$ cat config.mk
export PLATFORM = sky130hd
export DESIGN_NAME = cache_port_arbiter
export DESIGN_NICKNAME = d
export VERILOG_FILES = /design/src/rtl/cache_arb_pkg.sv /design/src/rtl/arb_rr2.sv /design/src/rtl/cache_port_arbiter.sv
export SDC_FILE = /design/constraint.sdc
export NUM_CORES = 1
export LEC_CHECK = 0
export ABC_AREA = 1
export CORE_MARGIN = 3
export CORE_UTILIZATION = 42
export CTS_BUF_LIST = sky130_fd_sc_hd__clkbuf_16
export CTS_CLUSTER_DIAMETER = 200
export DETAILED_ROUTE_END_ITERATION = 6
export GPL_ROUTABILITY_DRIVEN = 0
export PLACE_DENSITY_LB_ADDON = 0.08
export SLEW_MARGIN = 25
export SYNTH_ARGS = -nofsm -noshare
export SYNTH_HDL_FRONTEND = slang
export SYNTH_SLANG_ARGS = --single-unit
$ cat constraint.sdc
create_clock -name clk -period 1.9 [get_ports clk]
set_input_delay 0.57 -clock clk [delete_from_list [all_inputs] [get_ports clk]]
set_output_delay 0.57 -clock clk [all_outputs]
set_load 0.02 [all_outputs]
$ cat src/rtl/cache_arb_pkg.sv
`default_nettype none
`timescale 1ns/1ps
// ============================================================================
//  Module      : cache_arb_pkg
//  Description : Shared types and defaults for the cache port arbiter:
//                FSM state encoding, port-owner encoding, request bit
//                positions and default widths/timeout.
//  Revision    : 1.0 - initial release
// ============================================================================
package cache_arb_pkg;

    localparam int DEF_ADDR_W  = 10;
    localparam int DEF_DATA_W  = 32;
    localparam int DEF_TIMEOUT = 64;

    // Bit positions inside the two-entry request / grant vectors.
    localparam int REQ_I = 0;
    localparam int REQ_D = 1;

    typedef enum logic [1:0] {
        ST_IDLE  = 2'd0,
        ST_ISSUE = 2'd1,
        ST_WAIT  = 2'd2,
        ST_DONE  = 2'd3
    } state_t;

    typedef enum logic {
        OWN_I = 1'b0,
        OWN_D = 1'b1
    } owner_t;

endpackage : cache_arb_pkg
`default_nettype wire

$ cat src/rtl/arb_rr2.sv
`default_nettype none
`timescale 1ns/1ps
// ============================================================================
//  Module      : arb_rr2
//  Description : Two-requester round-robin choice. A lone request is granted
//                directly; on a conflict the requester not granted last wins.
//                Grant is one-hot (bit REQ_I = instruction, REQ_D = data).
//  Revision    : 1.0 - initial release
// ============================================================================
module arb_rr2
    import cache_arb_pkg::*;
(
    input  logic [1:0] req_i,
    input  owner_t     last_i,
    output logic [1:0] gnt_o
);

    // Combinational one-hot grant with alternation on conflict.
    always_comb begin
        gnt_o = 2'b00;
        unique case (req_i)
            2'b01:   gnt_o[REQ_I] = 1'b1;
            2'b10:   gnt_o[REQ_D] = 1'b1;
            2'b11: begin
                if (last_i == OWN_I) begin
                    gnt_o[REQ_D] = 1'b1;
                end else begin
                    gnt_o[REQ_I] = 1'b1;
                end
            end
            default: gnt_o = 2'b00;
        endcase
    end

endmodule : arb_rr2
`default_nettype wire

$ cat src/rtl/cache_port_arbiter.sv
`default_nettype none
`timescale 1ns/1ps
// ============================================================================
//  Module      : cache_port_arbiter
//  Description : Shares one cache port between an instruction-fetch read port
//                and a data read/write port. Each access walks
//                IDLE -> ISSUE -> WAIT -> DONE; a hit completes 3 cycles after
//                the request is sampled, each stall cycle adds one. A stall
//                lasting TIMEOUT WAIT cycles ends the access with data 0 and
//                sets the sticky Err flag.
//  Revision    : 1.0 - initial release
// ============================================================================
module cache_port_arbiter
    import cache_arb_pkg::*;
#(
    parameter int ADDR_W  = DEF_ADDR_W,
    parameter int DATA_W  = DEF_DATA_W,
    parameter int TIMEOUT = DEF_TIMEOUT
) (
    input  logic              clk,
    input  logic              rst,
    // instruction-fetch read port
    input  logic              I_Req,
    input  logic [ADDR_W-1:0] I_Address,
    output logic              I_Ready,
    output logic [DATA_W-1:0] I_Data,
    // data port
    input  logic              D_Read,
    input  logic              D_Write,
    input  logic [ADDR_W-1:0] D_Address,
    input  logic [DATA_W-1:0] D_Data_In,
    output logic              D_Ready,
    output logic [DATA_W-1:0] D_Data_Out,
    // cache port
    output logic              Mem_Read,
    output logic              Mem_Write,
    output logic [ADDR_W-1:0] Word_address,
    output logic [DATA_W-1:0] Data_In,
    input  logic              stall,
    input  logic [DATA_W-1:0] Data_Out,
    // sticky timeout flag
    output logic              Err
);

    localparam int CNT_W = (TIMEOUT > 1) ? $clog2(TIMEOUT) : 1;
    localparam logic [CNT_W-1:0] CNT_LAST = CNT_W'(TIMEOUT - 1);

    state_t            state_q, state_d;
    owner_t            owner_q, owner_d;
    owner_t            last_q,  last_d;
    logic              write_q, write_d;
    logic [ADDR_W-1:0] addr_q,  addr_d;
    logic [DATA_W-1:0] wdata_q, wdata_d;
    logic [DATA_W-1:0] rdata_q, rdata_d;
    logic [CNT_W-1:0]  cnt_q,   cnt_d;
    logic              err_q,   err_d;

    logic [1:0]        w_req;
    logic [1:0]        w_gnt;

    assign w_req[REQ_I] = I_Req;
    assign w_req[REQ_D] = D_Read | D_Write;

    arb_rr2 u_arb (
        .req_i  (w_req),
        .last_i (last_q),
        .gnt_o  (w_gnt)
    );

    // State and access-context registers.
    always_ff @(posedge clk) begin
        if (rst) begin
            state_q <= ST_IDLE;
            owner_q <= OWN_I;
            last_q  <= OWN_I;       // data wins the first conflict after reset
            write_q <= 1'b0;
            addr_q  <= '0;
            wdata_q <= '0;
            rdata_q <= '0;
            cnt_q   <= '0;
            err_q   <= 1'b0;
        end else begin
            state_q <= state_d;
            owner_q <= owner_d;
            last_q  <= last_d;
            write_q <= write_d;
            addr_q  <= addr_d;
            wdata_q <= wdata_d;
            rdata_q <= rdata_d;
            cnt_q   <= cnt_d;
            err_q   <= err_d;
        end
    end

    // Next-state logic: grant in IDLE, one-cycle issue, stall wait, one-cycle done.
    always_comb begin
        state_d = state_q;
        owner_d = owner_q;
        last_d  = last_q;
        write_d = write_q;
        addr_d  = addr_q;
        wdata_d = wdata_q;
        rdata_d = rdata_q;
        cnt_d   = cnt_q;
        err_d   = err_q;

        unique case (state_q)
            ST_IDLE: begin
                if (w_gnt[REQ_D]) begin
                    owner_d = OWN_D;
                    last_d  = OWN_D;
                    addr_d  = D_Address;
                    wdata_d = D_Data_In;
                    write_d = D_Write;      // read+write together counts as write
                    state_d = ST_ISSUE;
                end else if (w_gnt[REQ_I]) begin
                    owner_d = OWN_I;
                    last_d  = OWN_I;
                    addr_d  = I_Address;
                    wdata_d = '0;
                    write_d = 1'b0;
                    state_d = ST_ISSUE;
                end
            end
            ST_ISSUE: begin
                cnt_d   = '0;
                state_d = ST_WAIT;
            end
            ST_WAIT: begin
                if (!stall) begin
                    rdata_d = write_q ? wdata_q : Data_Out;
                    state_d = ST_DONE;
                end else if (cnt_q == CNT_LAST) begin
                    err_d   = 1'b1;
                    rdata_d = '0;
                    state_d = ST_DONE;
                end else begin
                    cnt_d = cnt_q + 1'b1;
                end
            end
            ST_DONE: begin
                state_d = ST_IDLE;
            end
            default: state_d = ST_IDLE;
        endcase
    end

    // Output decode: everything is zero outside the state that drives it.
    always_comb begin
        Mem_Read     = 1'b0;
        Mem_Write    = 1'b0;
        Word_address = '0;
        Data_In      = '0;
        I_Ready      = 1'b0;
        I_Data       = '0;
        D_Ready      = 1'b0;
        D_Data_Out   = '0;
        if (state_q == ST_ISSUE) begin
            Mem_Read     = ~write_q;
            Mem_Write    = write_q;
            Word_address = addr_q;
            Data_In      = write_q ? wdata_q : '0;
        end
        if (state_q == ST_DONE) begin
            if (owner_q == OWN_D) begin
                D_Ready    = 1'b1;
                D_Data_Out = rdata_q;
            end else begin
                I_Ready    = 1'b1;
                I_Data     = rdata_q;
            end
        end
    end

    assign Err = err_q;

endmodule : cache_port_arbiter
`default_nettype wire

==> results.yml <==
cts:
  clk_path_buf_depth: 2
  htree_levels: 3
  cts.sinks: 85
  root_buffer: "clkbuf_16"
  hold_buffers: 0
  clk_latency_ns: 0.33
  clkTransAtPathRegs_ns: 0.06
  numCtsBuffers: 9
  cts_tree: "yes"
drt:
  drt_wl_total_um: 15800
  via_per_inst: 4.85
  routedWlPerCell_um: 14.8
  drtPass1Iterations: 5
  first_iter_violations: 349
  ant_nets: 0
  via_count: 5183
  drc: 0
setup_path:
  crit_type: "flip-flop to output pin"
  critPathLaunchType: "flip-flop"
  reg2reg_depth: 10
  cp_max_fo: 16
  cp-end-kind: "output pin"
  critPathLaunch: "state_q[0]"
  crit_path_end: "I_Data[16]"
  path_buf_inv: 4
  worstPathArrival_ns: 1.49
  regToRegStartpoint: "state_q[1]"
  cp.required_ns: 1.33
  regToRegSetupSlack_ns: 0.24
  crit-reg2reg-capture: "wdata_q[18]"
  cp_cell_sequence: "ha_4 > inv_2 > nor2_4 > inv_4 > buf_12 > nor2_1 > buf_4"
  cp_num_cells: 7
  path_delay_family: "buffers and inverters"
  critical-path-slowest-cell: "dfxtp_4"
  slowest_delay_ns: 0.38
synthesis:
  synth_fp_nets: 793
  ys_ff_latch: 85
  yosysSeqAreaShare_pct: 38.0
  synth_top_cell_by_area: "dfxtp_1"
  syn_inst: 697
  synth_top_area_share_pct: 38.0
  ys_types: 24
  avgSynthCellArea_um2: 6.42
  ys_warn_count: 0
  yosys-top-cells-area: "dfxtp_1, nand2_1, a21oi_1"
  synthesis.area_um2: 4480
layout:
  drive_gt1_share_pct: 32.1
  final_nets: 1023
  area_growth_pct: 72.7
  seqCellArea_um2: 1710
  num_antenna_cells: 0
  final_area_um2: 7730
  final_cells: 1068
  fillers: 810
  multi_input_area_um2: 2570
  final_core_util_pct: 74.9
power_and_ir_drop:
  ir_drop_v: 0.000745
  leakage_nw: 3.21
  power.density_nw_per_um2: 1000
floorplan:
  die_w_um: 109
  io_pins: 201
  die-area_um2: 11900
  fp.coreArea_um2: 10300
  rows: 37
  start_util_pct: 43.4
  die_h_um: 109
grt:
  antenna_found_initial: 0
  first_global_vias: 4908
  grt_max_degree: 72
  grt_usage_pct: 25.3
  grt_pass1_wl_um: 24100
  gr-total-overflow: 0
timing:
  fin_ws_ns: -0.162
  slew_headroom_pct: 76.7
  setup-tns-final_ns: -8.97
  hold_violations: 0
  fin_skew_ns: 0.00596
  maxSlewViolCount: 0
  rsz0062_at_grt: "true"
  tightest_slew_ns: 0.349
  period_needed_ns: 2.06
  max_freq_mhz: 485
  period_share_pct: 109
  finalSetupViolations: 98
place:
  dp.cells: 1044
  port_buffers: 200
  dp_hpwl_um: 10700
  placed_cell_area_um2: 6900
  preCtsSetupSlack_ns: -0.383
min_path:
  hp-class: "flip-flop to flip-flop"
status:
  status: "complete, but fails checks"
  violations: "negative setup slack"
run:
  maxCapViolCount: 0
-- worst min-delay path, stage by stage, from the launching register on --
cell and delay (ns):
dfxtp_1 0.31, nand2_1 0.06, a21oi_1 0.05
-- cells in the final DEF (no fill, tap or decap), types with 12 or more instances in the layout --
master and n:
a21oi_1 84, nand2_1 182, a21oi_2 12, buf_4 99, nor2_1 58, dfxtp_1 82
inv_1 74, buf_12 12, nand2_2 14, clkdlybuf4s50_1 89, nor2_4 40, nand2_4 13
o21ai_0 42, inv_2 16, buf_6 53, nand3_1 12
-- power by group --
group          internal [mW]  leakage (nW)  switching, mW
logic                   1.55          2.38           1.99
clock network           1.02         0.140          0.746
registers               2.14         0.696          0.270
total                   4.72          3.21           3.01
-- routing by layer --
metal | up-vias | wire (um) | global-route usage (%)
met5 | - | 0 | 0
met2 | 194 | 8050 | 43.3
li1 | 2600 | - | -
met1 | 2371 | 6360 | 32.4
met4 | 0 | 223 | 7.21
met3 | 18 | 1180 | 5.09
-- cell usage after synthesis --
| master | count |
|---|---|
| a21oi_1 | 84 |
| a21oi_2 | 12 |
| buf_1 | 4 |
| buf_2 | 4 |
| buf_4 | 8 |
| buf_6 | 10 |
| clkbuf_1 | 14 |
| clkbuf_2 | 1 |
| dfxtp_1 | 85 |
| ha_1 | 6 |
| inv_1 | 89 |
| inv_2 | 4 |
| nand2_1 | 193 |
| nand2_2 | 14 |
| nand2_4 | 2 |
| nand3_1 | 12 |
| nand4_1 | 1 |
| nor2_1 | 104 |
| nor2_2 | 2 |
| nor2_4 | 2 |
| nor3_1 | 1 |
| o21a_1 | 1 |
| o21ai_0 | 42 |
| o21ai_1 | 2 |
-- through the flow --
step | hold slack, ns | power, mW
4_1_cts | 0.463 | 7.53
3_5_place_dp | 0.453 | 5.00
2_1_floorplan | 0.439 | 4.02
6_report | 0.460 | 7.73
5_1_grt | 0.473 | 8.17
3_3_place_gp | 0.447 | 4.92
-- cells by family (layout without fill, tap and decap cells) --
family	count (synthesis)	count (layout)	synth area share [%]
buffers and inverters	134	369	13.7
adders and majority gates	6	6	1.68
AOI/OAI and AO/OA	141	141	16.8
and+or+nand+nor	331	331	29.7
DFF	85	85	38.0
-- timing repair --
action / CTS / global route
setup buffers: 2 / 1
gates resized for setup: 679 / 64
pin swaps: 28 / 11
endpoints found under the setup margin: 110 / 110
cloned: 5 / 2
-- area by class of cell --
type                            instances  area share, %
Sequential cell                        85           22.1
Tap cell                              136           2.20
Clock inverter                          7          0.971
Clock buffer                            9           2.91
Multi-Input combinational cell        478           33.3
Timing Repair Buffer                  260           33.8
Inverter                               93           4.68
-- how the worst min path moves through the flow --
stage                            from          end  slack [ns]  cells past startpoint
after detailed placement  rdata_q[26]  rdata_q[26]        0.45                      2
after global routing       rdata_q[8]   rdata_q[8]        0.47                      2
after CTS                 rdata_q[26]  rdata_q[26]        0.46                      2
after global placement    wdata_q[13]  wdata_q[13]        0.45                      2
after floorplan            rdata_q[0]   rdata_q[0]        0.44                      2
final                      rdata_q[5]   rdata_q[5]        0.46                      2
-- state kept, by name, indices dropped and copies added, names as in the netlist --
register  count
rdata_q      32
wdata_q      32
addr_q       10
cnt_q         6
state_q       2
Err           1
last_q        1
write_q       1
Power figures use the tool's default switching activity.
